**config.mk**
```make
export PLATFORM = sky130hd
export DESIGN_NAME = button_event_arbiter_flat
export DESIGN_NICKNAME = d
export VERILOG_FILES = /design/src/rtl/button_event_arbiter_if.sv /design/src/rtl/button_event_arbiter.sv /design/src/flat_wrapper.sv
export SDC_FILE = /design/constraint.sdc
export NUM_CORES = 1
export LEC_CHECK = 0
export ABC_AREA = 1
export ABC_CLOCK_PERIOD_IN_PS = 4900
export BUFFER_PORTS_ARGS = -buffer_cell sky130_fd_sc_hd__buf_2
export CAP_MARGIN = 40
export CORE_MARGIN = 1
export CORE_UTILIZATION = 48
export CTS_CLUSTER_DIAMETER = 30
export DETAILED_ROUTE_END_ITERATION = 16
export PLACE_DENSITY = 0.69
export SETUP_SLACK_MARGIN = 0.15
export SKIP_LAST_GASP = 1
export SYNTH_ARGS = -nofsm -noshare
export SYNTH_HDL_FRONTEND = slang
export SYNTH_SLANG_ARGS = --single-unit
```
**constraint.sdc**
```tcl
create_clock -name clk_i -period 4.9 [get_ports clk_i]
set_clock_uncertainty 0.1 [all_clocks]
set_input_delay 0.735 -clock clk_i [delete_from_list [all_inputs] [get_ports clk_i]]
set_output_delay 0.735 -clock clk_i [all_outputs]
set_load 0.02 [all_outputs]
```
**src/rtl/button_event_arbiter_if.sv**
```systemverilog
// Event handshake between the button arbiter (master) and its consumer (slave).
// The consumer takes one button index per valid/ready handshake.
interface button_event_arbiter_if #(
  parameter int N_BTN = 5
);
  localparam int IDXW = $clog2(N_BTN);

  logic            evt_valid_o;
  logic            evt_ready_i;
  logic [IDXW-1:0] evt_idx_o;

  modport master (output evt_valid_o, output evt_idx_o, input evt_ready_i);
  modport slave  (input evt_valid_o, input evt_idx_o, output evt_ready_i);
endinterface

```
**src/rtl/button_event_arbiter.sv**
```systemverilog
// Shared-prescaler debouncer for N_BTN buttons. Confirmed presses become one-shot
// events, and a round-robin arbiter issues them on a single valid/ready port.
module button_event_arbiter #(
  parameter int N_BTN      = 5,
  parameter int SAMPLE_DIV = 50000,
  parameter int STABLE_CNT = 4
) (
  input  logic                   clk_i,
  input  logic                   reset_i,
  input  logic [N_BTN-1:0]       btn_i,
  button_event_arbiter_if.master evt,
  output logic [N_BTN-1:0]       held_o,
  output logic [N_BTN-1:0]       overrun_o,
  output logic                   tick_o
);
  localparam int IDXW = $clog2(N_BTN);
  localparam int DIVW = $clog2(SAMPLE_DIV);
  localparam logic [DIVW-1:0] DIV_LAST = DIVW'(SAMPLE_DIV - 1);
  localparam logic [3:0]      STABLE   = 4'(STABLE_CNT);

  typedef enum logic [1:0] {
    IDLE      = 2'd0,
    PRESS_CHK = 2'd1,
    HELD      = 2'd2,
    REL_CHK   = 2'd3
  } btn_state_e;

  logic [N_BTN-1:0] sync1_r;
  logic [N_BTN-1:0] sync2_r;
  logic [DIVW-1:0]  div_cnt_r;
  logic [DIVW-1:0]  div_nxt_s;
  logic             tick_r;
  btn_state_e       state_r [N_BTN];
  logic [3:0]       cnt_r   [N_BTN];
  logic [N_BTN-1:0] confirm_s;
  logic [N_BTN-1:0] pending_r;
  logic [N_BTN-1:0] pending_nxt_s;
  logic [N_BTN-1:0] overrun_r;
  logic [N_BTN-1:0] overrun_nxt_s;
  logic [N_BTN-1:0] grant_s;
  logic [IDXW-1:0]  last_grant_r;
  logic [IDXW-1:0]  pick_s;
  logic             found_s;
  logic             free_s;
  logic             load_s;
  logic             valid_r;
  logic [IDXW-1:0]  idx_r;

  // Two-flop synchroniser on every raw button level.
  always_ff @(posedge clk_i or posedge reset_i) begin
    if (reset_i) begin
      sync1_r <= '0;
      sync2_r <= '0;
    end else begin
      sync1_r <= btn_i;
      sync2_r <= sync1_r;
    end
  end

  // Prescaler next count, wrapping after SAMPLE_DIV-1.
  always_comb begin
    if (div_cnt_r == DIV_LAST) begin
      div_nxt_s = '0;
    end else begin
      div_nxt_s = div_cnt_r + DIVW'(1);
    end
  end

  // Prescaler state; the strobe is registered so it is high exactly while count == SAMPLE_DIV-1.
  always_ff @(posedge clk_i or posedge reset_i) begin
    if (reset_i) begin
      div_cnt_r <= '0;
      tick_r    <= 1'b0;
    end else begin
      div_cnt_r <= div_nxt_s;
      tick_r    <= (div_nxt_s == DIV_LAST);
    end
  end

  // Press confirmation strobe, shared by the FSM and the pending logic.
  always_comb begin
    confirm_s = '0;
    for (int i = 0; i < N_BTN; i++) begin
      if (tick_r && sync2_r[i]) begin
        if (state_r[i] == IDLE) begin
          confirm_s[i] = (STABLE == 4'd1);
        end else if (state_r[i] == PRESS_CHK) begin
          confirm_s[i] = ((cnt_r[i] + 4'd1) == STABLE);
        end else begin
          confirm_s[i] = 1'b0;
        end
      end else begin
        confirm_s[i] = 1'b0;
      end
    end
  end

  // Per-button debounce FSM, advanced only on the sample strobe.
  always_ff @(posedge clk_i or posedge reset_i) begin
    if (reset_i) begin
      for (int i = 0; i < N_BTN; i++) begin
        state_r[i] <= IDLE;
        cnt_r[i]   <= 4'd0;
      end
    end else if (tick_r) begin
      for (int i = 0; i < N_BTN; i++) begin
        case (state_r[i])
          IDLE: begin
            if (sync2_r[i]) begin
              state_r[i] <= (STABLE == 4'd1) ? HELD : PRESS_CHK;
              cnt_r[i]   <= (STABLE == 4'd1) ? 4'd0 : 4'd1;
            end else begin
              cnt_r[i] <= 4'd0;
            end
          end
          PRESS_CHK: begin
            if (!sync2_r[i]) begin
              state_r[i] <= IDLE;
              cnt_r[i]   <= 4'd0;
            end else if ((cnt_r[i] + 4'd1) == STABLE) begin
              state_r[i] <= HELD;
              cnt_r[i]   <= 4'd0;
            end else begin
              cnt_r[i] <= cnt_r[i] + 4'd1;
            end
          end
          HELD: begin
            if (!sync2_r[i]) begin
              state_r[i] <= (STABLE == 4'd1) ? IDLE : REL_CHK;
              cnt_r[i]   <= (STABLE == 4'd1) ? 4'd0 : 4'd1;
            end else begin
              cnt_r[i] <= 4'd0;
            end
          end
          REL_CHK: begin
            // A bounce back to pressed returns to HELD without a new event.
            if (sync2_r[i]) begin
              state_r[i] <= HELD;
              cnt_r[i]   <= 4'd0;
            end else if ((cnt_r[i] + 4'd1) == STABLE) begin
              state_r[i] <= IDLE;
              cnt_r[i]   <= 4'd0;
            end else begin
              cnt_r[i] <= cnt_r[i] + 4'd1;
            end
          end
          default: begin
            state_r[i] <= IDLE;
            cnt_r[i]   <= 4'd0;
          end
        endcase
      end
    end
  end

  // Round-robin pick starting after last_grant, plus pending/overrun next state.
  always_comb begin
    int unsigned scan_v;
    scan_v  = 0;
    pick_s  = '0;
    found_s = 1'b0;
    for (int k = 1; k <= N_BTN; k++) begin
      scan_v = (int'(last_grant_r) + k) % N_BTN;
      if (!found_s && pending_r[scan_v]) begin
        found_s = 1'b1;
        pick_s  = IDXW'(scan_v);
      end else begin
        found_s = found_s;
      end
    end
    free_s = !valid_r || evt.evt_ready_i;
    load_s = free_s && found_s;
    for (int i = 0; i < N_BTN; i++) begin
      grant_s[i]       = load_s && (pick_s == IDXW'(i));
      // A confirm in the same cycle its old event is loaded re-arms pending instead of overrunning.
      pending_nxt_s[i] = (pending_r[i] && !grant_s[i]) || confirm_s[i];
      overrun_nxt_s[i] = overrun_r[i] || (confirm_s[i] && pending_r[i] && !grant_s[i]);
    end
  end

  // Pending/overrun flags and the event output register.
  always_ff @(posedge clk_i or posedge reset_i) begin
    if (reset_i) begin
      pending_r    <= '0;
      overrun_r    <= '0;
      valid_r      <= 1'b0;
      idx_r        <= '0;
      last_grant_r <= '0;
    end else begin
      pending_r <= pending_nxt_s;
      overrun_r <= overrun_nxt_s;
      if (free_s) begin
        valid_r <= found_s;
        if (found_s) begin
          idx_r        <= pick_s;
          last_grant_r <= pick_s;
        end
      end
    end
  end

  always_comb begin
    for (int i = 0; i < N_BTN; i++) begin
      held_o[i] = (state_r[i] == HELD) || (state_r[i] == REL_CHK);
    end
  end

  assign overrun_o       = overrun_r;
  assign tick_o          = tick_r;
  assign evt.evt_valid_o = valid_r;
  assign evt.evt_idx_o   = idx_r;

endmodule

```
**src/flat_wrapper.sv**
```systemverilog
// flat-port wrapper written by rule: the top's interface ports become plain ports
module button_event_arbiter_flat 
#(
  parameter int N_BTN      = 5,
  parameter int SAMPLE_DIV = 50000,
  parameter int STABLE_CNT = 4
)
  (clk_i, reset_i, btn_i, held_o, overrun_o, tick_o, evt_evt_valid_o, evt_evt_idx_o, evt_evt_ready_i);
  button_event_arbiter_if #(.N_BTN(N_BTN)) evt_i ();
  input  logic clk_i;
  input  logic reset_i;
  input  logic [N_BTN-1:0] btn_i;
  output logic [N_BTN-1:0] held_o;
  output logic [N_BTN-1:0] overrun_o;
  output logic tick_o;
  output wire logic [$bits(evt_i.evt_valid_o)-1:0] evt_evt_valid_o;
  output wire logic [$bits(evt_i.evt_idx_o)-1:0] evt_evt_idx_o;
  input wire logic [$bits(evt_i.evt_ready_i)-1:0] evt_evt_ready_i;
  assign evt_evt_valid_o = evt_i.evt_valid_o;
  assign evt_evt_idx_o = evt_i.evt_idx_o;
  assign evt_i.evt_ready_i = evt_evt_ready_i;
  button_event_arbiter #(.N_BTN(N_BTN), .SAMPLE_DIV(SAMPLE_DIV), .STABLE_CNT(STABLE_CNT)) u_core (.clk_i(clk_i), .reset_i(reset_i), .btn_i(btn_i), .evt(evt_i), .held_o(held_o), .overrun_o(overrun_o), .tick_o(tick_o));
endmodule
```
# Word level (Yosys, flattened, before mapping)
# Cells that the tools add are included.
[word_totals] regBits=71 inputBits=8 out_inout_bits=15 wordCells=254
[op_classes] addsub=11 div_mod_pow=5 magnitude_cmp=5 n_eq_ne=46 mux=101 n_reduce_logical=68
[ops] cell="< comparator 32 x 4 -> 1 bit (second input constant)" count=5
[ops] cell="modulo 32 x 4 -> 32 bit (second input constant)" count=5
[ops] cell="case mux 4 bit (4 select lines)" count=5
[ops] cell="two-way mux 2 bit" count=30
[ops] cell="two-way mux 4 bit" count=15
[ops] cell="case mux 2 bit (4 select lines)" count=5
[ops] cell="two-way mux 1 bit" count=35
[ops] cell="== test 16 bit (second input constant)" count=2
[ops] cell="logical AND 1 bit" count=30
[ops] cell="AND reduction 5 bit" count=5
[ops] cell="adder 4 x 1 -> 4 bit (second input constant)" count=5
[ops] cell="== test 2 bit (second input constant)" count=10
[ops] cell="== test 4 x 3 -> 1 bit (second input constant)" count=5
[ops] cell="adder 16 x 1 -> 16 bit (second input constant)" count=1
[ops] cell="logical OR 1 bit" count=16
[ops] cell="two-way mux 16 bit" count=1
[ops] cell="binary-select mux 1 bit (select 3 bit)" count=5
[ops] cell="two-way mux 3 bit" count=5
[ops] cell="inequality test 3 x 1 -> 1 bit (second input constant)" count=5
[ops] cell="inequality test 3 bit (second input constant)" count=5
[ops] cell="== test 2 x 1 -> 1 bit (second input constant)" count=5
[ops] cell="logical NOT 1 bit" count=10
[ops] cell="logical NOT 2 bit" count=5
[ops] cell="inequality test 2 x 1 -> 1 bit (second input constant)" count=5
[ops] cell="9 further kinds" count=16

# Longest topological paths before layout
# Gate-level depths: netlist of run 1.
[logic_depth] depth_word=22 depth_mapped=29 mapped_depth_nobuf=28

# Least setup slack after synthesis of run 1
# No wires, ideal clock.
[synth_path] path_type="register -> register" start="reg u_core.last_grant_r[0]" end="reg u_core.pending_r[0]" setup_ps=118 arrival_time_ps=3625 t_required_ps=4682 path_slack_ps=1058 path_stages_with_launch=28 n_path_buf=1 period_less_slack_ps=3842 cell_sequence="dfrtp_1 -> buf_2 -> clkinv_1 -> ha_1 -> ha_1 -> inv_1 -> nand4_1 -> nand2_1 -> nand2_1 -> and2_1 -> inv_1 -> ha_1 -> inv_1 -> or2_2 -> nand2_1 -> nand2_2 -> nand2_1 -> nand2_1 -> nand2_1 -> nand3_1 -> nand3_1 -> nand2_2 -> nand4_1 -> nand3_2 -> nor2_1 -> nand2_1 -> nand2_1 -> nand2_1"
[synth_between] elab_chain_len=22 word_cells_on_any_way=44 classes_between="add/sub: 5; div: 5; mux: 20; reduce/logical: 14"
[synth_rtl] item="from (decl)" line_no="button_event_arbiter.sv:41" rtl="logic [IDXW-1:0] last_grant_r;"
[synth_rtl] item="from (signal assigned)" line_no="button_event_arbiter.sv:196" rtl="last_grant_r <= pick_s;"
[synth_rtl] item="adder 3 x 1 -> 4 bit" line_no="button_event_arbiter.sv:163" rtl="scan_v = (int'(last_grant_r) + k) % N_BTN;"
[synth_rtl] item="modulo 32 x 4 -> 32 bit" line_no="button_event_arbiter.sv:163"
[synth_rtl] item="binary-select mux 1 bit (select 3 bit)" line_no="button_event_arbiter.sv:164" rtl="if (!found_s && pending_r[scan_v]) begin"
[synth_rtl] item="two-way mux 1 bit (not written as such)" line_no="button_event_arbiter.sv:164"
[synth_rtl] item="two-way mux 1 bit" line_no="button_event_arbiter.sv:164"
[synth_rtl] item="logical NOT 1 bit" line_no="button_event_arbiter.sv:164"
[synth_rtl] item="logical AND 1 bit" line_no="button_event_arbiter.sv:164"
[synth_rtl] item="two-way mux 1 bit" line_no="button_event_arbiter.sv:164"
[synth_rtl] item="[... 7 more ...]"
[synth_rtl] item="logical AND 1 bit" line_no="button_event_arbiter.sv:164"
[synth_rtl] item="two-way mux 3 bit or two-way mux 1 bit (tied branches)" line_no="button_event_arbiter.sv:164"
[synth_rtl] item="logical NOT 3 bit or logical AND 1 bit (tied branches)" line_no="button_event_arbiter.sv:174, button_event_arbiter.sv:172"
[synth_rtl] item="logical AND 1 bit (*)" line_no="button_event_arbiter.sv:174" rtl="grant_s[i] = load_s && (pick_s == IDXW'(i));"
[synth_rtl] item="logical NOT 1 bit (*)" line_no="button_event_arbiter.sv:176" rtl="pending_nxt_s[i] = (pending_r[i] && !grant_s[i]) || confirm_s[i];"
[synth_rtl] item="logical AND 1 bit (*)" line_no="button_event_arbiter.sv:176"
[synth_rtl] item="logical OR 1 bit (*)" line_no="button_event_arbiter.sv:176"
[synth_rtl] item="named net u_core.pending_nxt_s[0]" line_no="button_event_arbiter.sv:37" rtl="logic [N_BTN-1:0] pending_nxt_s;"
[synth_rtl] item="to (signal assigned)" line_no="button_event_arbiter.sv:190" rtl="pending_r <= pending_nxt_s;"
[synth_rtl] item="to (decl)" line_no="button_event_arbiter.sv:36" rtl="logic [N_BTN-1:0] pending_r;"
# The timed path passes the listed nets; every way through them passes the cells marked *. The select of a mux whose other input is x is not followed.
# A chain may end at the register's enable or synchronous reset.

# Final worst setup path of run 1
[layout_path] start="reg u_core.last_grant_r[1]" end="reg u_core.pending_r[0]"
# Same word-level chain as after synthesis.

==> Flow_metrics.wiki, run 1 <==
{| class="wikitable"
! Metric !! Value
|-
| Run status || complete, no violations
|-
| Type of the worst min-delay path || reg2reg
|-
| Reg area || ~1800 µm²
|-
| Final routed wire length divided by cell count || between 10 and 15 µm
|-
| Commonest cells after routing, fill and taps aside || 148 x sky130_fd_sc_hd__nand2_1, 98 x sky130_fd_sc_hd__inv_1, 71 x sky130_fd_sc_hd__dfrtp_1, 64 x sky130_fd_sc_hd__nand3_1, 42 x sky130_fd_sc_hd__nor2_1
|-
| Internal power contribution || about 1.6 mW
|-
| Vias in the first global route || between 3000 and 4000
|-
| Routed WL || 10400 µm
|-
| Global routing usage on met2 || 0.353
|-
| Setup Total Neg Slack || 0 ns
|-
| Syn-to-layout area delta || 9.37%
|-
| Actual slew at the worst max-slew pin || roughly 0.48 ns
|-
| Maximum fanout count along the critical path || 11
|-
| Initial standard-cell utilization of the core || 0.502
|-
| Area of combinational cells with multiple inputs || 2720 µm²
|-
| Total clock buffers created by CTS || 9
|-
| Crit end category || register
|-
| Final clock period utilization by the worst path || 0.834
|-
| Maximum level of the CTS H-tree || 3
|-
| Clock Latency Late Sink || 0.36 ns
|-
| Primary FF master, synth || sky130_fd_sc_hd__dfrtp_1
|-
| Worst hold slack across all endpoints || about 0.25 ns
|-
| Count of cells resized by post-cts repair || 0
|-
| Type of the worst setup path || reg2reg
|-
| Number of antenna violations at the first check in global routing || 0
|-
| Sequential cell fraction of total power || 0.190
|-
| Yosys warnings || 0
|-
| Post-synthesis cell area || 4980 µm²
|-
| Placed cell count || 801
|-
| Number of hold buffers added after cts || 0
|-
| Most frequent standard cell in the layout excluding fill and tap cells || sky130_fd_sc_hd__nand2_1
|-
| Filler cells || 926
|-
| Global-route track usage on met3 || 0.0422
|-
| Seq cells post-synth || 71
|-
| Grt peak-use layer || met2
|-
| Max-capacitance violation count || 0
|-
| Root Buffer || sky130_fd_sc_hd__clkbuf_8
|-
| Pin count of the biggest net entering global routing || 30
|-
| Iteration-0 DRC count of the detailed router || between 150 and 200
|-
| Sequential share of the synthesized area || 0.357
|-
| Sw power || roughly 1.9 mW
|-
| Synth cell types || 46
|-
| Bufs and invs on worst path || 4
|-
| Post-detailed-route DRC marker count || 0
|-
| Pwr per Cell Area || between 600 and 700 nW/µm²
|-
| Die X || 104 µm
|-
| Net switching fraction of the power || 0.547
|-
| Pins over their slew limit || 0
|-
| Number of standard cells in the final layout excluding fillers || a little over 800
|-
| Clock tree buffer depth || 2
|-
| Most frequent cell on the critical path || sky130_fd_sc_hd__nand2_1
|-
| HPWL reported at the end of detailed placement || 8040 µm
|-
| Floorplan row count || 36
|-
| CTS tree || built
|-
| Die footprint || 10800 µm²
|-
| Setup violations, final || 0
|-
| Gate count of the mapped netlist || 657
|-
| Vertical extent of the die || 104 µm
|-
| Number of clock sinks seen by CTS || 71
|-
| Highest attainable clock frequency || 245 MHz
|-
| Synthesized area divided by synthesized cell count || around 7.6 µm²
|-
| Routability-driven placement congestion ratio || 0.883
|-
| LEAKAGE || 2.85 nW
|-
| DR vias/cell || 5.13
|-
| GRT Resource Usage Total || 0.201
|-
| Count of nets left with antenna violations after detail routing || 0
|-
| Global-route wire length before repair || roughly 18000 µm
|-
| Routing usage on met1 || 0.252
|-
| Async set-reset flop share out of synthesis || 1.00
|-
| Max stage delay cell, worst path || sky130_fd_sc_hd__dfrtp_1
|-
| Count of flip-flops with a built-in enable after synthesis || 0
|-
| Post-synthesis net count || 700
|-
| Max_slew headroom || 0.679
|-
| Overall via count from detail_route || 4195
|-
| # Post-CTS Setup Buffers || 0
|-
| Clock period minus worst slack || 4.08 ns
|-
| Placeable Area || 9910 µm²
|-
| CP delay by family, top || simple AND/OR/NAND/NOR gates
|-
| Critical Path AT || around 4.2 ns
|-
| Post-CTS clock slew at the launch and capture registers of the worst setup and hold paths || 0.10 ns
|-
| Number of search-and-repair iterations in the first detailed-routing pass || 4
|-
| Final-stage net count || 723
|-
| Fraction of final layout cells with drive strength greater than 1 || 0.149
|-
| Inserted Diodes || 0
|-
| Worst Setup Start Kind || register
|-
| Combinational group share of total power || 0.683
|-
| Max stage delay on crit path || 0.52 ns
|-
| Quantity of I/O buffers inserted on ports || 22
|-
| Power share of the clock group || 0.127
|-
| Final hold vios || 0
|-
| Boundary Pins || 23
|-
| Setup repair after global routing missed its margin || false
|-
| Data required time at the worst endpoint || roughly 5.0 ns
|-
| Total gr overflow || 0
|-
| Worst-case vdd ir drop || 337 µV
|}
==> state kept, by name (all words and copies together) (netlist names), named ones only <==
| signal | cells |
|---|---|
| u_core.state_r | 5 |
| u_core.tick_o | 1 |
| u_core.last_grant_r | 3 |
| u_core.sync2_r | 5 |
| u_core.pending_r | 5 |
| u_core.div_cnt_r | 16 |
| u_core.evt.evt_valid_o | 1 |
| u_core.overrun_o | 5 |
| u_core.sync1_r | 5 |
| u_core.cnt_r | 20 |
==> power groups by stage <==
stage	Combinational [mW]	Sequential (mW)	Clock, mW
final	2.40	0.670	0.448
after global routing	2.68	0.676	0.490
after CTS	2.38	0.670	0.467
after detailed placement	2.37	0.681	0
after global placement	2.28	0.680	0
after floorplan	1.93	0.676	0
==> Yosys cell counts, types with 3 or more instances <==
library cell / n / area share
sky130_fd_sc_hd__a21oi_1: 10 / 0.010
sky130_fd_sc_hd__a22o_1: 4 / 0.0070
sky130_fd_sc_hd__a31oi_1: 3 / 0.0038
sky130_fd_sc_hd__a32o_1: 6 / 0.012
sky130_fd_sc_hd__clkbuf_1: 10 / 0.0075
sky130_fd_sc_hd__dfrtp_1: 71 / 0.36
sky130_fd_sc_hd__ha_1: 35 / 0.088
sky130_fd_sc_hd__inv_1: 99 / 0.075
sky130_fd_sc_hd__inv_2: 6 / 0.0045
sky130_fd_sc_hd__nand2_1: 148 / 0.11
sky130_fd_sc_hd__nand2_2: 20 / 0.025
sky130_fd_sc_hd__nand2_4: 6 / 0.014
sky130_fd_sc_hd__nand3_1: 64 / 0.064
sky130_fd_sc_hd__nand3_2: 11 / 0.022
sky130_fd_sc_hd__nand3b_1: 3 / 0.0045
sky130_fd_sc_hd__nand4_1: 14 / 0.018
sky130_fd_sc_hd__nor2_1: 42 / 0.032
sky130_fd_sc_hd__nor3_1: 10 / 0.010
sky130_fd_sc_hd__nor4_1: 3 / 0.0038
sky130_fd_sc_hd__o21ai_0: 25 / 0.025
sky130_fd_sc_hd__o21ai_1: 8 / 0.0080
sky130_fd_sc_hd__o31ai_1: 5 / 0.0075
sky130_fd_sc_hd__or2_2: 5 / 0.0063
sky130_fd_sc_hd__xnor2_1: 6 / 0.011
sky130_fd_sc_hd__xor2_1: 17 / 0.030
==> cells by family (layout without fill, tap and decap cells) <==
| family | count (synthesis) | in the layout | share of synthesized area |
|---|---|---|---|
| simple gates | 336 | 336 | 0.329 |
| buf+inv | 122 | 150 | 0.0960 |
| xor+xnor | 23 | 23 | 0.0405 |
| flops | 71 | 71 | 0.357 |
| fa+ha+maj | 35 | 35 | 0.0880 |
| compound gates | 70 | 70 | 0.0897 |
==> path summary, 6_finish.rpt <==
path	cells past startpoint	slack [ns]	end	from
hold reg to reg	0	0.25	u_core.sync2_r[4]	u_core.sync1_r[4]
setup / recovery	26	0.82	u_core.pending_r[0]	u_core.last_grant_r[1]
hold / removal	0	0.25	u_core.sync2_r[4]	u_core.sync1_r[4]
min in group asynchronous	2	0.28	u_core.div_cnt_r[1]	reset_i
setup reg to reg	26	0.82	u_core.pending_r[0]	u_core.last_grant_r[1]
max in group asynchronous	4	3.52	asynchronous set/reset pin	reset_i
==> stage by stage <==
stage | area (µm²) | utilization | power, mW | setup slack (ns)
floorplan | 4980 | - | 2.61 | 1.06
CTS | 5420 | 0.547 | 3.52 | 0.878
global route | 5450 | 0.549 | 3.84 | 0.517
finish | 5450 | 0.549 | 3.52 | 0.815
global placement | 5200 | 0.525 | 2.96 | 1.08
detailed placement | 5230 | 0.528 | 3.05 | 0.908
==> area by class of cell <==
class | count | area share
Multi-Input combinational cell | 464 | 0.500
Sequential cell | 71 | 0.326
Inverter | 107 | 0.0742
Timing Repair Buffer | 27 | 0.0345
Tap cell | 133 | 0.0306
Clock buffer | 9 | 0.0227
Clock inverter | 7 | 0.0115
==> routing by layer <==
metal / up-vias / wire [µm] / share of wire
met5: - / 0 / 0
met4: 0 / 140 / 0.013
met3: 14 / 391 / 0.037
met2: 66 / 5070 / 0.49
met1: 1940 / 4850 / 0.46
li1: 2175 / - / -
(Power assumes the default switching activity.)
==> run 2, diff against run 1 <==
--- a/config.mk
+++ b/config.mk
@@ -6,7 +6,7 @@
 export NUM_CORES = 1
 export LEC_CHECK = 0
 export ABC_AREA = 1
-export ABC_CLOCK_PERIOD_IN_PS = 4900
+export ABC_CLOCK_PERIOD_IN_PS = 4100
 export BUFFER_PORTS_ARGS = -buffer_cell sky130_fd_sc_hd__buf_2
 export CAP_MARGIN = 40
 export CORE_MARGIN = 1
==> constraint.sdc (replaced) <==
create_clock -name clk_i -period 4.1 [get_ports clk_i]
set_clock_uncertainty 0.1 [all_clocks]
set_input_delay 0.615 -clock clk_i [delete_from_list [all_inputs] [get_ports clk_i]]
set_output_delay 0.615 -clock clk_i [all_outputs]
set_load 0.02 [all_outputs]
==> Flow_metrics.wiki, run 2 (same netlist as run 1, synthesis figures left out) <==
{| class="wikitable"
! Metric !! Value
|-
| Critical Path AT || 3.85 ns
|-
| Root Buffer || sky130_fd_sc_hd__clkbuf_8
|-
| Placeable Area || slightly below 10000 µm²
|-
| Pin count of the biggest net entering global routing || 30
|-
| Max-capacitance violation count || 0
|-
| Crit end category || register
|-
| Reg area || 1780 µm²
|-
| Final routed wire length divided by cell count || 13.2 µm
|-
| Vertical extent of the die || 104 µm
|-
| Worst-case reg-to-reg path depth || 23
|-
| Number of clock sinks seen by CTS || 71
|-
| Setup repair after global routing missed its margin || false
|-
| Number of hold buffers added after cts || 0
|-
| Fin worst setup slack || roughly 0.37 ns
|-
| Largest regs || u_core.cnt_r: 20 flops, u_core.div_cnt_r: 16 flops
|-
| GRT Resource Usage Total || 0.211
|-
| CP delay by family, top || simple AND/OR/NAND/NOR gates
|-
| Clock period minus worst slack || 3.73 ns
|-
| Worst Setup Start Kind || register
|-
| Total gr overflow || 0
|-
| Final-stage net count || 734
|-
| LEAKAGE || 2.92 nW
|-
| Post-CTS clock slew at the launch and capture registers of the worst setup and hold paths || around 0.08 ns
|-
| Final hold vios || 0
|-
| Highest attainable clock frequency || 268 MHz
|-
| Pins over their slew limit || 0
|-
| Max_slew headroom || 0.412
|-
| Worst slack, placed || 0.215 ns
|-
| Run status || complete, no violations
|-
| Final Power || 4.51 mW
|-
| Overall via count from detail_route || 4325
|-
| Routed WL || about 11000 µm
|-
| Global-route wire length before repair || 18600 µm
|-
| Most flops, register || u_core.cnt_r
|-
| Maximum level of the CTS H-tree || 3
|-
| Count of nets left with antenna violations after detail routing || 0
|-
| Maximum fanout count along the critical path || 7
|-
| Routability-driven placement congestion ratio || slightly above 0.9
|-
| Bufs and invs on worst path || 4
|-
| Floorplan row count || 36
|-
| Type of the worst min-delay path || in2async
|-
| Total number of cells along the worst setup path || 23
|-
| Capturing point of the worst reg2reg path || u_core.last_grant_r[0]
|-
| Placed cell count || around 800
|-
| Iteration-0 DRC count of the detailed router || 240
|-
| Max stage delay cell, worst path || sky130_fd_sc_hd__dfrtp_2
|-
| Data required time at the worst endpoint || 4.22 ns
|-
| Actual slew at the worst max-slew pin || 0.882 ns
|-
| Number of flip-flops in the largest register || 20
|-
| Vias in the first global route || approximately 4300
|-
| Cells along the critical path || buf_4 -> buf_4 -> ha_2 -> nand2_2 -> nand3_2 -> xor2_1 -> inv_1 -> ha_1 -> inv_1 -> or2_2 -> nand3_2 -> nand2_2 -> o21ai_0 -> nand3_1 -> nand2_1 -> nand2_2 -> nand2_4 -> nand2_4 -> nor2_8 -> nand2_4 -> o22ai_2 -> nor2_2 -> a21oi_1
|-
| Clock Latency Late Sink || around 0.35 ns
|-
| Die X || 104 µm
|-
| Worst-case vdd ir drop || around 440 µV
|-
| Post-detailed-route DRC marker count || 0
|-
| Total clock buffers created by CTS || 9
|-
| HPWL reported at the end of detailed placement || between 8000 and 9000 µm
|-
| Number of antenna violations at the first check in global routing || 0
|-
| Launch instance of the worst register-to-register path || u_core.last_grant_r[1]
|-
| Boundary Pins || 23
|-
| Syn-to-layout area delta || 12.4%
|-
| Core utilization of the finished layout || 0.565
|-
| Pwr per Cell Area || 807 nW/µm²
|-
| Most frequent standard cell in the layout excluding fill and tap cells || sky130_fd_sc_hd__nand2_1
|-
| Number of search-and-repair iterations in the first detailed-routing pass || 5
|-
| Max stage delay on crit path || 0.47 ns
|-
| Fraction of final layout cells with drive strength greater than 1 || 0.178
|-
| Initial standard-cell utilization of the core || 0.502
|-
| Final clock period utilization by the worst path || 0.910
|-
| Die footprint || 10800 µm²
|-
| Setup slack on the worst flop-to-flop path || 0.37 ns
|-
| CTS tree || built
|-
| Type of the worst setup path || reg2reg
|-
| Setup Total Neg Slack || 0 ns
|-
| Filler cells || between 800 and 900
|-
| Inserted Diodes || 0
|-
| Setup violations, final || 0
|-
| Area of combinational cells with multiple inputs || around 2800 µm²
|-
| Number of standard cells in the final layout excluding fillers || a little over 800
|-
| Clock tree buffer depth || 2
|-
| Commonest cells after routing, fill and taps aside || 146 x sky130_fd_sc_hd__nand2_1, 96 x sky130_fd_sc_hd__inv_1, 68 x sky130_fd_sc_hd__dfrtp_1, 64 x sky130_fd_sc_hd__nand3_1, 41 x sky130_fd_sc_hd__nor2_1
|-
| Quantity of I/O buffers inserted on ports || 22
|-
| DR vias/cell || 5.22
|}
[run 2: cell count changes in the layout (fill, tap and decap cells not counted), moves of 3 or more]
cell	before	now
sky130_fd_sc_hd__buf_4	3	15
sky130_fd_sc_hd__bufinv_16	0	3
sky130_fd_sc_hd__dfrtp_1	71	68
sky130_fd_sc_hd__dfrtp_2	0	3
[run 2: per-stage QoR]
step / hold slack [ns] / instance area [µm²]
2_1_floorplan: 0.231 / 4980
3_5_place_dp: 0.240 / 5240
5_1_grt: 0.171 / 5600
4_1_cts: 0.145 / 5490
6_report: 0.149 / 5600
3_3_place_gp: 0.235 / 5220
[run 2: worst max-delay path by stage]
stage	slack (ns)	startpoint	endpoint
after detailed placement	0.21	u_core.last_grant_r[1]	u_core.overrun_o[1]
final	0.37	u_core.last_grant_r[1]	u_core.last_grant_r[0]
after global placement	0.41	u_core.last_grant_r[1]	u_core.overrun_o[2]
after floorplan	0.26	u_core.last_grant_r[0]	u_core.pending_r[0]
after CTS	0.18	u_core.last_grant_r[1]	u_core.pending_r[1]
after global routing	0.10	u_core.last_grant_r[1]	u_core.overrun_o[2]
[run 2: layer usage]
metal | up-vias | GRT usage | wire length (µm)
li1 | 2193 | - | -
met1 | 1990 | 0.260 | 4850
met2 | 110 | 0.353 | 5220
met3 | 32 | 0.0390 | 477
met4 | 0 | 0.107 | 355
met5 | - | 0 | 0
[run 2: repair_timing]
action	4_1_cts	5_1_grt
gates resized for setup	0	12
setup buffers	0	10
endpoints found under the setup margin	0	13
[run 2: worst reg2reg max path, cell delays in order, from the launching register on]
cell and delay (ns):
sky130_fd_sc_hd__dfrtp_2 0.47, sky130_fd_sc_hd__buf_4 0.17, sky130_fd_sc_hd__buf_4 0.13, sky130_fd_sc_hd__ha_2 0.23
sky130_fd_sc_hd__nand2_2 0.10, sky130_fd_sc_hd__nand3_2 0.11, sky130_fd_sc_hd__xor2_1 0.15, sky130_fd_sc_hd__inv_1 0.10
sky130_fd_sc_hd__ha_1 0.15, sky130_fd_sc_hd__inv_1 0.05, sky130_fd_sc_hd__or2_2 0.28, sky130_fd_sc_hd__nand3_2 0.09
sky130_fd_sc_hd__nand2_2 0.08, sky130_fd_sc_hd__o21ai_0 0.26, sky130_fd_sc_hd__nand3_1 0.14, sky130_fd_sc_hd__nand2_1 0.09
sky130_fd_sc_hd__nand2_2 0.06, sky130_fd_sc_hd__nand2_4 0.07, sky130_fd_sc_hd__nand2_4 0.07, sky130_fd_sc_hd__nor2_8 0.13
sky130_fd_sc_hd__nand2_4 0.08, sky130_fd_sc_hd__o22ai_2 0.15, sky130_fd_sc_hd__nor2_2 0.07, sky130_fd_sc_hd__a21oi_1 0.26
[run 2: layout make-up]
| class | count | share of cell area |
|---|---|---|
| multi-input cells | 464 | 0.492 |
| flip-flops and latches | 71 | 0.318 |
| inverters | 107 | 0.0722 |
| repair buffers | 38 | 0.0434 |
| well taps | 133 | 0.0297 |
| clock inverters | 7 | 0.0228 |
| clock buffers | 9 | 0.0221 |
[run 2: where the power goes]
| group | switching [mW] | total, mW | internal [mW] |
|---|---|---|---|
| clock | 0.284 | 0.696 | 0.412 |
| sequential | 0.0578 | 0.800 | 0.742 |
| combinational | 2.01 | 3.02 | 1.01 |
| total | 2.35 | 4.51 | 2.16 |
